`config.mk`:
```
export PLATFORM = sky130hd
export DESIGN_NAME = automat_param
export DESIGN_NICKNAME = d
export VERILOG_FILES = /design/src/rtl/automat_pkg.sv /design/src/rtl/automat_change_disp.sv /design/src/rtl/automat_param.sv
export SDC_FILE = /design/constraint.sdc
export NUM_CORES = 1
export LEC_CHECK = 0
export CAP_MARGIN = 20
export CORE_ASPECT_RATIO = 0.5
export CORE_MARGIN = 1.5
export CORE_UTILIZATION = 52
export CTS_CLUSTER_SIZE = 30
export DETAILED_ROUTE_END_ITERATION = 16
export PLACE_DENSITY = 0.82
export SLEW_MARGIN = 20
export SYNTH_ARGS = -nofsm -noshare
export SYNTH_HDL_FRONTEND = slang
export SYNTH_SLANG_ARGS = --single-unit
```
`constraint.sdc`:
```
create_clock -name clk -period 3.2 [get_ports clk]
set_input_delay 0.48 -clock clk [delete_from_list [all_inputs] [get_ports clk]]
set_output_delay 0.48 -clock clk [all_outputs]
set_load 0.05 [all_outputs]
```
`src/rtl/automat_pkg.sv`:
```
`default_nettype none
// +----------------------------------------------------------------------+
// | automat_pkg                                                          |
// | Shared state encoding, coin values and coin priority selection for   |
// | the parametrised bottle vending machine.                             |
// | Revision: 1.0                                                        |
// +----------------------------------------------------------------------+
package automat_pkg;

    typedef enum logic [1:0] {
        COLLECT = 2'd0,
        VEND    = 2'd1,
        CHANGE  = 2'd2
    } state_t;

    localparam logic [3:0] COIN1  = 4'd1;
    localparam logic [3:0] COIN5  = 4'd5;
    localparam logic [3:0] COIN10 = 4'd10;

    // Only the highest-valued simultaneous pulse counts; the rest are dropped.
    function automatic logic [3:0] coin_value(input logic lei10,
                                              input logic lei5,
                                              input logic leu1);
        logic [3:0] v;
        v = 4'd0;
        if (lei10)     v = COIN10;
        else if (lei5) v = COIN5;
        else if (leu1) v = COIN1;
        return v;
    endfunction

endpackage
`default_nettype wire

```
`src/rtl/automat_change_disp.sv`:
```
`default_nettype none
// +----------------------------------------------------------------------+
// | automat_change_disp                                                  |
// | Change register and payout decode: 5-lei coins first, then 1-leu.    |
// | Revision: 1.0                                                        |
// +----------------------------------------------------------------------+
module automat_change_disp
    import automat_pkg::*;
#(
    parameter int CREDIT_W = 5
) (
    input  logic                clk,
    input  logic                reset,
    input  logic                load,
    input  logic [CREDIT_W-1:0] load_val,
    input  logic                active,
    output logic                done,
    output logic                pending,
    output logic                rest1,
    output logic                rest5
);

    localparam logic [CREDIT_W-1:0] FIVE = CREDIT_W'(COIN5);
    localparam logic [CREDIT_W-1:0] ONE  = CREDIT_W'(COIN1);

    logic [CREDIT_W-1:0] change_q;
    logic [CREDIT_W-1:0] change_d;

    always_comb begin
        change_d = change_q;
        if (load) begin
            change_d = load_val;
        end else if (active) begin
            if (change_q >= FIVE)        change_d = change_q - FIVE;
            else if (change_q != '0)     change_d = change_q - ONE;
        end
    end

    always_ff @(posedge clk) begin
        if (reset) change_q <= '0;
        else       change_q <= change_d;
    end

    // The payout this cycle empties the register when it holds exactly 5 or 1.
    assign done    = active && ((change_q == FIVE) || (change_q <= ONE));
    assign pending = (change_q != '0);
    assign rest5   = active && (change_q >= FIVE);
    assign rest1   = active && (change_q != '0) && (change_q < FIVE);

endmodule
`default_nettype wire

```
`src/rtl/automat_param.sv`:
```
`default_nettype none
// +----------------------------------------------------------------------+
// | automat_param                                                        |
// | Parametrised bottle vending FSM with credit, change and sales count. |
// | Optional refund on cancel: define AUTOMAT_CANCEL_EN.                 |
// | Revision: 1.0                                                        |
// +----------------------------------------------------------------------+
module automat_param
    import automat_pkg::*;
#(
    parameter int PRICE    = 3,
    parameter int CREDIT_W = 5,
    parameter int CNT_W    = 8
) (
    input  logic                clk,
    input  logic                reset,
    input  logic                LEU1,
    input  logic                LEI5,
    input  logic                LEI10,
    input  logic                cancel,
    output logic                ELIBSTICLA,
    output logic                REST1,
    output logic                REST5,
    output logic                busy,
    output logic [CREDIT_W-1:0] credit,
    output logic [CNT_W-1:0]    sold_cnt
);

    localparam logic [CREDIT_W-1:0] PRICE_C = CREDIT_W'(PRICE);

    state_t              state_q, state_d;
    logic [CREDIT_W-1:0] credit_q, credit_d;
    logic [CNT_W-1:0]    sold_cnt_q, sold_cnt_d;
    logic                load;
    logic [CREDIT_W-1:0] load_val;
    logic                done;
    logic                pending;
    logic                cancel_req;
    logic [3:0]          coin_v;
    logic [CREDIT_W-1:0] sum;

`ifdef AUTOMAT_CANCEL_EN
    assign cancel_req = cancel;
`else
    logic unused_cancel;
    assign unused_cancel = cancel;
    assign cancel_req    = 1'b0;
`endif

    assign coin_v = coin_value(LEI10, LEI5, LEU1);
    assign sum    = credit_q + CREDIT_W'(coin_v);

    always_comb begin
        state_d    = state_q;
        credit_d   = credit_q;
        sold_cnt_d = sold_cnt_q;
        load       = 1'b0;
        load_val   = '0;
        case (state_q)
            COLLECT: begin
                if ((coin_v != 4'd0) && (sum >= PRICE_C)) begin
                    load     = 1'b1;
                    load_val = sum - PRICE_C;
                    credit_d = '0;
                    state_d  = VEND;
                end else if (cancel_req && (sum != '0)) begin
                    // Refund includes any coin arriving alongside the cancel.
                    load     = 1'b1;
                    load_val = sum;
                    credit_d = '0;
                    state_d  = CHANGE;
                end else begin
                    credit_d = sum;
                end
            end
            VEND: begin
                sold_cnt_d = sold_cnt_q + CNT_W'(1);
                state_d    = pending ? CHANGE : COLLECT;
            end
            CHANGE: begin
                if (done) state_d = COLLECT;
            end
            default: begin
                state_d  = COLLECT;
                credit_d = '0;
                load     = 1'b1;
                load_val = '0;
            end
        endcase
    end

    always_ff @(posedge clk) begin
        if (reset) begin
            state_q    <= COLLECT;
            credit_q   <= '0;
            sold_cnt_q <= '0;
        end else begin
            state_q    <= state_d;
            credit_q   <= credit_d;
            sold_cnt_q <= sold_cnt_d;
        end
    end

    automat_change_disp #(
        .CREDIT_W (CREDIT_W)
    ) u_change (
        .clk      (clk),
        .reset    (reset),
        .load     (load),
        .load_val (load_val),
        .active   (state_q == CHANGE),
        .done     (done),
        .pending  (pending),
        .rest1    (REST1),
        .rest5    (REST5)
    );

    assign ELIBSTICLA = (state_q == VEND);
    assign busy       = (state_q != COLLECT);
    assign credit     = credit_q;
    assign sold_cnt   = sold_cnt_q;

endmodule
`default_nettype wire

```
==> flow_summary.toml <==
[place]
dpl.hpwl_um = 2380
io_buffer_count = 21
dpl_cell_area_um2 = 1660
gp_routability_congestion = 0.800

[setup_path]
r2r_slack_ns = 0.64
worstSetupEndpoint = "u_change.change_q[3]"
cpPeakStageDelay_ns = 0.49
worstReg2RegStart = "credit[0]"
cp_data_arrival_time_ns = 3.21
end_kind = "flop"
reg2reg_to = "u_change.change_q[3]"
cp_max_fo = 10
crit_path_start = "LEI5"
start_kind = "input port"
rr_worst_depth = 11
cp_slowest_cell = "fa_1"
cpLargestDelayFamily = "adder cells"
cp.required_ns = 3.37
cp.depth = 14
crit_buf_inv = 4
path_class = "input port to flop"
path_cells = "clkdlybuf4s50_1 -> nor2_1 -> nor2_1 -> ha_2 -> inv_1 -> fa_1 -> inv_1 -> ha_1 -> nor2b_1 -> mux2_4 -> a311oi_4 -> buf_4 -> or3_1 -> a21oi_1"

[yosys]
synth_top_family_by_area = "simple AND/OR/NAND/NOR gates"
yosysSeqAreaShare_pct = 29.5
synthTopCellsByCount = "nor2_1, dfxtp_1, ha_1"
ys_seq_elements = 20
synth_xor_area_share_pct = 9.58
synth_top_area_share_pct = 29.5
synth.area.top_cells = "dfxtp_1, ha_1, nor2_1"
synth-simple-area-share_pct = 24.3
muxShareOfSynthArea_pct = 2.30
synth_nets = 180
yosys_most_used_dff = "dfxtp_1"
synth.most_common_cell = "nor2_1"
syn_area_um2 = 1360
synth_compound_area_share_pct = 17.3
syn_inst = 161
synth_top_area_cell = "dfxtp_1"
yosysWarnings = 0
synth_edf_count = 0
yosysUniqueCellTypes = 42
synth_adder_area_share_pct = 12.5
synthArstFlopShare_pct = 0
syn_avg_cell_area_um2 = 8.44

[timing]
finalHoldViolations = 0
worstMarginPinSlew_ns = 0.766
skew_ns = 0.00130
min_period_ns = 3.04
rsz0062_at_grt = "no"
finalSetupViolations = 0
max_slew_margin_pct = 48.8
finalCritPeriodShare_pct = 95.0
tns_ns = 0
slew_viol_final = 0
fmax_ghz = 0.329

[grt]
grt_pass1_vias = 1215
grt_max_degree = 23
grt_pass1_wl_um = 5200
antenna_found_initial = 0
overflow = 0
grt_usage_pct = 24.5

[worst_hold_path]
hp-class = "flop to flop"

[power_and_ir_drop]
irDropWorstVdd_v = 0.000358
swShare_pct = 42.0
p_sw_uw = 515
total_leakage_power_uw = 0.000671
pwr-share-comb_pct = 51.3
power_frac_clock_pct = 20.9
power.density_nw_per_um2 = 704
p_seq_share_pct = 27.8
p_int_uw = 711

[clocking]
numCtsBuffers = 3
cts_setup_buffers = 0
root_buffer = "clkbuf_8"
path_clk_slew_ns = 0.08
clock_sinks = 20
clk_latency_ns = 0.26
cts_max_path_buffers = 2
tritoncts = "done"
htreeDepth = 1

[die]
placementRows = 12
start_util_pct = 58.0
pin_count = 23
die_x_um = 75.3
core_um2 = 2340
dieHeight_um = 39.1
dieArea_um2 = 2950

[routing]
drcViolationCount = 0
drt-pass1-iter-count = 4
drt_wl_total_um = 3080
vias = 1217
drtAntennaViolNets = 0
routedWlPerCell_um = 13.6
first_iter_violations = 47
viasPerCell = 5.38

[final_layout]
syn2layout_area_growth_pct = 28.2
diodes = 0
final_nets = 211
fin_area_um2 = 1740
drive_gt1_share_pct = 13.1
fin_util_pct = 74.4

[flow_run]
cap_violations = 0

[status]
status = "finished clean"
worst register-to-register path: cells and delay by family (launching register included):
| family | cells | cell delay (ns) |
|---|---|---|
| adder cells (fa/ha/maj) | 3 | 0.90 |
| AND/OR/NAND/NOR | 2 | 0.48 |
| flip-flops | 1 | 0.36 |
| buffers and inverters | 3 | 0.29 |
| AO/OA/AOI/OAI | 2 | 0.24 |
| multiplexers | 1 | 0.18 |
sequential cells by signal (all words and copies together) (netlist names):
register / flops
credit: 5
sold_cnt: 8
state_q: 2
u_change.change_q: 5
power groups by stage:
stage | logic [uW] | registers, uW | clock network, uW
after detailed placement | 615 | 347 | 0
after floorplan | 418 | 378 | 0
final | 629 | 341 | 256
after global routing | 686 | 348 | 267
after global placement | 597 | 344 | 0
after CTS | 622 | 341 | 257
cells in the final DEF, fill, tap and decap left out, types with 4 or more instances in the layout:
cell             synthesis  final
nor2_1                  22     22
clkdlybuf4s50_1          0     21
dfxtp_1                 20     20
inv_1                   11     11
nand2_1                 11     11
ha_1                    12     11
a21oi_1                 10      9
buf_4                    0      9
o21ai_0                  7      7
xor2_1                   7      7
nor3_1                   6      6
xnor2_1                  6      6
nand2b_1                 4      4
or3_1                    4      4
cells by family (layout without fill, tap and decap cells):
family,after synthesis,count (layout)
and+or+nand+nor,64,64
AOI/OAI and AO/OA,32,32
DFF,20,20
buffers and inverters,15,45
xor gates and xnor gates,14,14
adders and majority gates,13,13
muxes,3,3
how the worst min path moves through the flow:
stage                 from     endpoint  slack [ns]  cells past startpoint
6_report        state_q[1]   state_q[1]        0.51                      2
5_1_grt         state_q[1]   state_q[1]        0.54                      2
4_1_cts         state_q[1]   state_q[1]        0.52                      2
3_5_place_dp   sold_cnt[7]  sold_cnt[7]        0.48                      2
3_3_place_gp   sold_cnt[7]  sold_cnt[7]        0.47                      2
2_1_floorplan   state_q[1]   state_q[1]        0.47                      2
metal layers:
layer,vias up,GRT usage (%),wire length [um]
met3,2,7.81,155
met4,0,4.02,14
met5,-,0,0
met1,565,28.7,1410
met2,23,45.0,1500
li1,627,-,-
final cells by class:
type                    instances  area (um2)
clock buffers                   3        41.3
clock inverters                 1        30.0
fillers                       202         601
inverters                      11        41.3
multi-input cells             126         907
flip-flops and latches         20         400
well taps                      35        43.8
repair buffers                 30         278
through the flow:
step	hold WS (ns)	std cells	power, uW	setup WS [ns]
floorplan	0.468	161	795	0.269
global placement	0.468	222	941	0.0107
detailed placement	0.485	222	962	-0.0793
CTS	0.516	226	1220	0.153
global route	0.536	226	1300	0.0151
finish	0.507	226	1230	0.159
what timing repair did:
item	4_1_cts	5_1_grt
hold buffers	0	0
hold endpoints to repair	0	0
endpoints found under the setup margin	0	4
gates resized for setup	0	3
No activity file was read; power rests on OpenSTA's default activity.
